--- src/rtl/line_pkg.sv ---
// ---------------------------------------------------------------------------
// line_pkg
// Shared definitions for the on-screen line position tracker:
//   - motion mode encodings (value 3 is decoded as clamp by the tracker)
//   - bounce FSM state enum
//   - default vertical bounds of the visible line area
// ---------------------------------------------------------------------------
package line_pkg;

  localparam logic [1:0] MODE_CLAMP  = 2'd0;
  localparam logic [1:0] MODE_WRAP   = 2'd1;
  localparam logic [1:0] MODE_BOUNCE = 2'd2;

  typedef enum logic [1:0] {
    ST_HOLD   = 2'd0,
    ST_RUN_UP = 2'd1,
    ST_RUN_DW = 2'd2
  } state_e;

  localparam int DEF_MIN_POS = 18;
  localparam int DEF_MAX_POS = 487;

endpackage

--- src/rtl/line_pos_step.sv ---
// ---------------------------------------------------------------------------
// line_pos_step
// Purely combinational single-step position calculator.
// Ports:
//   pos        in  WIDTH  current position (always within [MIN_POS, MAX_POS])
//   up         in  1      request a step toward MAX_POS
//   dw         in  1      request a step toward MIN_POS (ignored when up=1)
//   wrap_en    in  1      1: wrap around the range, 0: saturate at the bounds
//   next_pos   out WIDTH  position after the step (pos when no request)
//   limit_flag out 1      wrap mode: a wrap occurred;
//                         saturate mode: result sits on the limit of travel
// All sums are formed one bit wider than the position so nothing overflows.
// ---------------------------------------------------------------------------
module line_pos_step
  import line_pkg::*;
#(
  parameter int WIDTH   = 16,
  parameter int MIN_POS = DEF_MIN_POS,
  parameter int MAX_POS = DEF_MAX_POS,
  parameter int STEP    = 1
) (
  input  logic [WIDTH-1:0] pos,
  input  logic             up,
  input  logic             dw,
  input  logic             wrap_en,
  output logic [WIDTH-1:0] next_pos,
  output logic             limit_flag
);

  localparam logic [WIDTH:0] MIN_X   = (WIDTH+1)'(MIN_POS);
  localparam logic [WIDTH:0] MAX_X   = (WIDTH+1)'(MAX_POS);
  localparam logic [WIDTH:0] STEP_X  = (WIDTH+1)'(STEP);
  localparam logic [WIDTH:0] RANGE_X = (WIDTH+1)'(MAX_POS - MIN_POS + 1);

  logic [WIDTH:0] pos_x;
  logic [WIDTH:0] sum_x;
  logic [WIDTH:0] dif_x;

  assign pos_x = {1'b0, pos};
  assign sum_x = pos_x + STEP_X;
  assign dif_x = pos_x - STEP_X;

  always_comb begin
    next_pos   = pos;
    limit_flag = 1'b0;
    if (up) begin
      if (sum_x > MAX_X) begin
        limit_flag = 1'b1;
        next_pos   = wrap_en ? WIDTH'(sum_x - RANGE_X) : WIDTH'(MAX_X);
      end else begin
        next_pos   = WIDTH'(sum_x);
        limit_flag = !wrap_en && (sum_x == MAX_X);
      end
    end else if (dw) begin
      // pos - STEP < MIN_POS, tested without forming a negative value
      if (pos_x < MIN_X + STEP_X) begin
        limit_flag = 1'b1;
        next_pos   = wrap_en ? WIDTH'(pos_x + RANGE_X - STEP_X) : WIDTH'(MIN_X);
      end else begin
        next_pos   = WIDTH'(dif_x);
        limit_flag = !wrap_en && (dif_x == MIN_X);
      end
    end
  end

endmodule

--- src/rtl/line_pos_tracker.sv ---
// ---------------------------------------------------------------------------
// line_pos_tracker
// Position register for one on-screen line with clamp, wrap and bounce modes.
// Ports:
//   clk        in  1      system clock
//   reset      in  1      synchronous active-high reset
//   frame_tick in  1      one-cycle strobe per frame; moves happen only here
//   UP / DW    in  1      move (manual modes) or start (bounce) up / down
//   LD         in  1      load ld_val, saturated into [MIN_POS, MAX_POS]
//   ld_val     in  WIDTH  load value
//   mode       in  2      0 clamp, 1 wrap, 2 bounce, 3 clamp
//   pos        out WIDTH  registered position
//   at_max     out 1      pos == MAX_POS
//   at_min     out 1      pos == MIN_POS
//   dir        out 1      1 upward, 0 downward (last/current travel)
//   running    out 1      bounce FSM is in a RUN state
//   hit        out 1      one-cycle pulse: previous move hit a limit or wrapped
// Priority per edge: reset > LD > frame_tick move > hold.
// ---------------------------------------------------------------------------
module line_pos_tracker
  import line_pkg::*;
#(
  parameter int WIDTH     = 16,
  parameter int MIN_POS   = DEF_MIN_POS,
  parameter int MAX_POS   = DEF_MAX_POS,
  parameter int STEP      = 1,
  parameter int RESET_POS = DEF_MIN_POS
) (
  input  logic             clk,
  input  logic             reset,
  input  logic             frame_tick,
  input  logic             UP,
  input  logic             DW,
  input  logic             LD,
  input  logic [WIDTH-1:0] ld_val,
  input  logic [1:0]       mode,
  output logic [WIDTH-1:0] pos,
  output logic             at_max,
  output logic             at_min,
  output logic             dir,
  output logic             running,
  output logic             hit
);

  localparam logic [WIDTH-1:0] MIN_W   = WIDTH'(MIN_POS);
  localparam logic [WIDTH-1:0] MAX_W   = WIDTH'(MAX_POS);
  localparam logic [WIDTH-1:0] RESET_W = WIDTH'(RESET_POS);

  state_e           state_q, state_d;
  logic [WIDTH-1:0] pos_q, pos_d;
  logic             dir_q, dir_d;
  logic             hit_q, hit_d;

  logic             mv_up, mv_dw, both;
  logic             bounce_mode;
  logic             req_up, req_dw;
  logic [WIDTH-1:0] step_pos;
  logic             step_flag;
  logic [WIDTH-1:0] ld_sat;

  assign mv_up       = UP & ~DW;
  assign mv_dw       = DW & ~UP;
  assign both        = UP & DW;
  assign bounce_mode = (mode == MODE_BOUNCE);

  // The stepper's direction comes straight from inputs/state so it does not
  // depend on the next-state logic that consumes its result.
  assign req_up = bounce_mode ? (state_q == ST_RUN_UP) : mv_up;
  assign req_dw = bounce_mode ? (state_q == ST_RUN_DW) : mv_dw;

  line_pos_step #(
    .WIDTH   (WIDTH),
    .MIN_POS (MIN_POS),
    .MAX_POS (MAX_POS),
    .STEP    (STEP)
  ) u_step (
    .pos        (pos_q),
    .up         (req_up),
    .dw         (req_dw),
    .wrap_en    (mode == MODE_WRAP),
    .next_pos   (step_pos),
    .limit_flag (step_flag)
  );

  assign ld_sat = (ld_val < MIN_W) ? MIN_W :
                  (ld_val > MAX_W) ? MAX_W : ld_val;

  always_comb begin
    state_d = state_q;
    pos_d   = pos_q;
    dir_d   = dir_q;
    hit_d   = 1'b0;
    if (LD) begin
      pos_d   = ld_sat;
      state_d = ST_HOLD;
    end else if (bounce_mode) begin
      unique case (state_q)
        ST_HOLD: begin
          // Start is sampled on any cycle; the first move waits for a tick.
          if (mv_up) begin
            state_d = ST_RUN_UP;
            dir_d   = 1'b1;
          end else if (mv_dw) begin
            state_d = ST_RUN_DW;
            dir_d   = 1'b0;
          end
        end
        ST_RUN_UP: begin
          if (both) begin
            state_d = ST_HOLD;
          end else if (frame_tick) begin
            pos_d = step_pos;
            if (step_flag) begin
              state_d = ST_RUN_DW;
              dir_d   = 1'b0;
              hit_d   = 1'b1;
            end
          end
        end
        ST_RUN_DW: begin
          if (both) begin
            state_d = ST_HOLD;
          end else if (frame_tick) begin
            pos_d = step_pos;
            if (step_flag) begin
              state_d = ST_RUN_UP;
              dir_d   = 1'b1;
              hit_d   = 1'b1;
            end
          end
        end
        default: state_d = ST_HOLD;
      endcase
    end else begin
      state_d = ST_HOLD;
      if (frame_tick && (mv_up || mv_dw)) begin
        pos_d = step_pos;
        dir_d = mv_up;
        hit_d = step_flag;
      end
    end
  end

  always_ff @(posedge clk) begin
    if (reset) begin
      state_q <= ST_HOLD;
      pos_q   <= RESET_W;
      dir_q   <= 1'b1;
      hit_q   <= 1'b0;
    end else begin
      state_q <= state_d;
      pos_q   <= pos_d;
      dir_q   <= dir_d;
      hit_q   <= hit_d;
    end
  end

  assign pos     = pos_q;
  assign at_max  = (pos_q == MAX_W);
  assign at_min  = (pos_q == MIN_W);
  assign dir     = dir_q;
  assign running = (state_q != ST_HOLD);
  assign hit     = hit_q;

endmodule

--- config.mk ---
export PLATFORM = sky130hd
export DESIGN_NAME = line_pos_tracker
export DESIGN_NICKNAME = d
export VERILOG_FILES = /design/src/rtl/line_pkg.sv /design/src/rtl/line_pos_step.sv /design/src/rtl/line_pos_tracker.sv
export SDC_FILE = /design/constraint.sdc
export NUM_CORES = 1
export LEC_CHECK = 0
export CAP_MARGIN = 20
export CORE_MARGIN = 5
export CORE_UTILIZATION = 53
export CTS_CLUSTER_DIAMETER = 120
export DETAILED_ROUTE_END_ITERATION = 10
export PLACE_DENSITY = 0.89
export SLEW_MARGIN = 30
export SYNTH_ARGS = -nofsm -noshare
export SYNTH_HDL_FRONTEND = slang
export SYNTH_SLANG_ARGS = --single-unit
--- constraint.sdc ---
create_clock -name clk -period 5.1 [get_ports clk]
set_input_delay 1.53 -clock clk [delete_from_list [all_inputs] [get_ports clk]]
set_output_delay 1.53 -clock clk [all_outputs]
set_load 0.02 [all_outputs]
---- Word level (Yosys, flattened, before mapping) ----
Cells that the tools add are included.
word-level totals
  flip-flop bits (word level) ............. 20
  input bits .............................. 24
  output and inout bits ................... 21
  word-level logic and storage cells ...... 105
cells by class
  add/sub/neg operators ................... 5
  order comparisons ....................... 4
  equality and inequality tests ........... 24
  multiplexer cells ....................... 46
  bitwise operators ....................... 7
  reductions and logical operators ........ 15
operator list
  operator                 number
  $mux W16                 14
  $ne A3 B3 Y1 const B     14
  $lt A16 B5 Y1 const B    2
  $mux W1                  22
  $add A16 B1 Y17 const B  1
  $eq A17 B5 Y1 const B    1
  $eq A17 B9 Y1 const B    1
  $gt A17 B9 Y1 const B    1
  $sub A16 B1 Y17 const B  1
  $add A16 B9 Y16 const B  1
  $eq A16 B5 Y1 const B    1
  $eq A16 B9 Y1 const B    1
  $gt A16 B9 Y1 const B    1
  $mux W2                  8
  $sub A16 B1 Y16 const B  1
  $sub A16 B9 Y16 const B  1
  $reduce_and A10 Y1       1
  $pmux W2 S3              1
  $reduce_and A5 Y1        1
  $eq A2 B1 Y1 const B     2
  $eq A2 B2 Y1 const B     2
  $ne A4 B1 Y1 const B     1
  $ne A4 B4 Y1 const B     1
  $not A1 Y1               4
  11 further kinds         17

---- Logic depth before layout (Yosys ltp) ----
  depth in word-level cells ............... 11
  depth in mapped cells ................... 11
  gate-level depth less buffers ........... 10

---- Modules after synthesis ----
Synthesis repeated with hierarchy kept, for this count alone.
second synthesis, totals
  cells, all modules ...................... 457
  area total of the unflattened synthesis .. 3,230.6 sq um
by module, submodules not included
  module            instances  cells each  area an instance (sq um)  sequential area each (sq um)
  line_pos_step     1          297         1,965.6                   0.0
  line_pos_tracker  1          160         1,265.0                   400.4

---- Worst setup path after synthesis ----
No wires, ideal clock.
  kind .................................... input -> register
  from .................................... input mode[1]
  to ...................................... register state_q[0]
  library setup time ...................... 0.070 ns
  arrival ................................. 3.293 ns
  data required time ...................... 5.030 ns
  slack ................................... 1.737 ns
  cell stages on the path ................. 9
  buffers on the path ..................... 1
  path through ............................ nor2b_1 buf_2 or3_1 nand2_1 nor4_1 a41oi_1 o31a_1 or4_1 a21oi_1
between the ends
  word-level cells in the longest chain between the ends .. 8
  elaborated cells between the ends (all ways) .. 16
  classes of those cells .................. 4 x eq/ne; 6 x mux; 1 x bitwise; 5 x reduce/logical
RTL lines
  item                                line                                      RTL
  from (decl)                         line_pos_tracker.sv:36                    input logic [1:0] mode,
  $eq A2 B1 Y1                        line_pos_tracker.sv:80                    .wrap_en (mode == MODE_WRAP),
  $logic_not A1 Y1                    line_pos_step.sv:52, line_pos_step.sv:61
  $logic_and A1 B1 Y1                 line_pos_step.sv:61                       limit_flag = !wrap_en && (dif_x == MIN_X);
  $mux W1                             line_pos_step.sv:56                       if (pos_x < MIN_X + STEP_X) begin
  $mux W1                             line_pos_step.sv:54                       end else if (dw) begin
  $mux W1                             line_pos_step.sv:46                       if (up) begin
  $ne A3 B3 Y1 (no source line)       n/a
  $reduce_and A5 Y1 (no source line)  n/a
  to (signal assigned)                line_pos_tracker.sv:151                   state_q <= state_d;
  to (decl)                           line_pos_tracker.sv:49                    state_e state_q, state_d;
Parallel ways exist; a longest one is shown, timed or not.
A chain may end at the register's enable or synchronous reset.

---- Worst setup path after layout ----
  from .................................... register pos_q[12] (netlist: pos[12])
  to ...................................... output at_min
between the ends
  word-level cells in the longest chain between the ends .. 1
RTL lines
  item                    line                     RTL
  from (decl)             line_pos_tracker.sv:50   logic [WIDTH-1:0] pos_q, pos_d;
  from (signal assigned)  line_pos_tracker.sv:152  pos_q <= pos_d;
  $eq A16 B5 Y1           line_pos_tracker.sv:160  assign at_min = (pos_q == MIN_W);
  to (decl)               line_pos_tracker.sv:39   output logic at_min,
Every way passes these cells.

==> summary.txt <==
Synthesis
  – Syn nets: 479
  – Cells after synthesis: 442
  – Synth area leader: dfxtp_1
  – Post-Syn Area: 0.00303 mm^2
  – Syn Area/Cell: 6.84 um^2
  – Asr flop ratio synth: 0%
  – Yosys Warn Count: 0
  – Sequential cell area fraction in the yosys report: a little over an eighth
  – Number of synthesized register bits: 20
  – Synth area leaders: dfxtp_1 13%, ha_1 5.4%, nor2_1 5.2%, nand2_1 4.8%, a21oi_1 4.6%
  – Post-synth EDFFs: 0
  – Yosys top cell area share: approximately an eighth
  – Ys flop type: dfxtp_1
  – Yosys cell types: 68

Route
  – DRC: 0
  – Vias per cell: 6.82
  – Starting DRT DRC Count: 606
  – Via count: 3656
  – Final WL: 9720 um
  – Routed Antenna Nets: 0
  – First-pass DRT Iterations: 6
  – Wire per inst: between 15 and 20 um

STA
  – Setup TNS: 0 ns
  – Final Hold Vio Count: 0
  – Clock Skew: around 0.0052 ns
  – F_max: around 250 MHz
  – Final hold slack: 0.528 ns
  – RSZ-0062 raised after global routing: no
  – Final Max Tran Viols: 0
  – Worst setup margin: 1.03 ns
  – Final min period: roughly 4.1 ns
  – Final period util: 79.7%
  – Worst-Margin Slew: 0.856 ns
  – Max-slew headroom: 42.9%
  – Final setup viols: 0

Clocking
  – CTS H-tree lvls: 1
  – Post-CTS sizing: 0
  – CTS Hold Bufs: 0
  – CTS tree: built
  – # clock sinks: 20
  – Root buffer cell: clkbuf_8
  – Clock transition at path regs: ~0.070 ns
  – Number of post-CTS setup repair buffers: 0
  – Worst-Skew Late Latency: about 0.26 ns
  – Total CTS buffers: 3
  – CTS max path bufs: 2

Critical path
  – RR Endpoint: pos[12]
  – R2R depth: 8
  – Critical Path Sink Type: output pin
  – Setup slack, reg-to-reg: 1.49 ns
  – Crit path max fanout: 15
  – Critical path class: reg -> out
  – Crit path launch type: register
  – Crit path DAT: 2.54 ns
  – CP required: 3.57 ns
  – Worst r2r src: pos[4]

Die
  – Core area: between 0.005 and 0.006 mm^2
  – Chip Width: 85.6 um
  – Die area: 0.00732 mm^2
  – Initial Util: 54.6%
  – Num rows: 27
  – I/O pins: between 40 and 50
  – Die H: 85.6 um

Min path
  – Hold path cells: 2
  – Hold Path Sink: state_q[0]
  – Class of the worst hold path: reg -> reg
  – HP Start: state_q[0]

GRT
  – Vias in the first global route: 3293
  – Initial antenna violation count: 0
  – Total global routing overflow: 0
  – Largest net degree at the start of global routing: 27
  – First-pass GRT wire length: between 15000 and 20000 um
  – Tot GR Track Use: 26.2%

Final layout
  – Multi-input logic area: 0.00242 mm^2
  – Fin nets: 503
  – Area grow syn2layout: 16.3%
  – Fraction of layout cells with a size suffix above 1: roughly 7.5%
  – Register Area: 402 um^2
  – Filler cells: around 500
  – N_diodes: 0

Pwr
  – LEAKAGE: 0.00122 uW
  – Pwr dens: 165 mW/mm^2
  – VDD IR max: approximately 0.12 mV

Placed design
  – Placed wire-length estimate: 7180 um
  – Port Buffers: 44
  – Pre-CTS setup slack: 0.811 ns
  – GPL Wtd Cong: approximately 1

Flow run
  – Max Cap Viol: 0

Run status
  – Run status: finished, final reports clean
## metal layers
layer	vias up	routed length (um)	global-route usage [%]	share of wire, %
met4	0	375	10.1	3.9
li1	1691	-	-	-
met3	47	1070	3.84	11
met2	266	4450	42.9	46
met5	-	0	0	0
met1	1652	3830	34.6	39
## where the power goes
group | internal, uW | leakage [uW] | switching, uW
Sequential | 165 | 0.000165 | 32.4
Clock | 52.7 | 0.0000216 | 53.0
Combinational | 118 | 0.00103 | 161
Total | 335 | 0.00122 | 246
## critical path, cell delays in order, from the launching register on
cell and delay (ns):
dfxtp_1 0.47, or4_1 0.62, nor3b_2 0.34, and4_1 0.24, clkdlybuf4s50_1 0.60
## state kept, by name (all words and copies together), names as in the netlist
| register | flops |
|---|---|
| state_q | 2 |
| pos | 16 |
| hit | 1 |
| dir | 1 |
## Yosys cell counts, types with 10 or more instances
cell type	n
a211oi_1	11
nor2_1	42
buf_2	11
o21ai_0	28
nor3_1	17
nand2_1	39
clkbuf_1	20
a21oi_1	28
dfxtp_1	20
or3_1	15
xnor2_1	14
ha_1	13
nand3_1	16
inv_1	13
xor2_1	10
## metrics by stage
| stage | area [um^2] | power (uW) | instances | utilization, % |
|---|---|---|---|---|
| after floorplan | 3030 | 381 | 442 | - |
| after global placement | 3470 | 462 | 533 | 62.7 |
| after detailed placement | 3470 | 467 | 533 | 62.7 |
| after CTS | 3520 | 574 | 536 | 63.5 |
| after global routing | 3520 | 614 | 536 | 63.5 |
| final | 3520 | 582 | 536 | 63.5 |
## area by class of cell
| class | count | area share, % |
|---|---|---|
| clock buffer | 3 | 1.17 |
| timing repair buffer | 53 | 14.4 |
| inverter | 15 | 1.60 |
| sequential | 20 | 11.4 |
| multi-input combinational | 373 | 68.8 |
| tap | 72 | 2.56 |
## cells in the final DEF (no fill, tap or decap), drive strengths merged, types with 4 or more instances in the layout
master / instances
a211oi: 11
a22oi: 4
a21oi: 28
clkdlybuf4s50: 44
nand2: 40
a31oi: 8
mux2i: 8
nor2b: 4
nor4: 10
o22ai: 9
inv: 14
dfxtp: 20
nand3: 17
nor2: 42
nand2b: 4
mux2: 5
nand4: 10
o31ai: 5
buf: 9
o211ai: 8
o21ai: 29
nor3: 20
xnor2: 14
and3: 4
ha: 13
xor2: 10
or3: 15
and2: 8
## worst max path at each step
stage / startpoint / end / slack (ns) / cells after the start
floorplan: mode[1] / state_q[0] / 1.74 / 9
global placement: mode[1] / state_q[0] / 0.94 / 9
detailed placement: mode[1] / state_q[0] / 0.81 / 9
CTS: pos[13] / at_min / 1.06 / 4
global route: mode[1] / state_q[0] / 0.90 / 9
finish: pos[12] / at_min / 1.03 / 4
## cell families (layout without fill, tap and decap cells)
logic type / after synthesis / count (layout) / share of synthesized area (%)
AND/OR/NAND/NOR: 190 / 190 / 34.1
AO/OA/AOI/OAI: 133 / 133 / 29.1
buffers and inverters: 49 / 71 / 6.78
XOR/XNOR: 24 / 24 / 6.95
flip-flops: 20 / 20 / 13.2
adder cells (fa/ha/maj): 13 / 13 / 5.38
multiplexers: 13 / 13 / 4.51
Note: power is estimated with default switching activity, not from simulation.
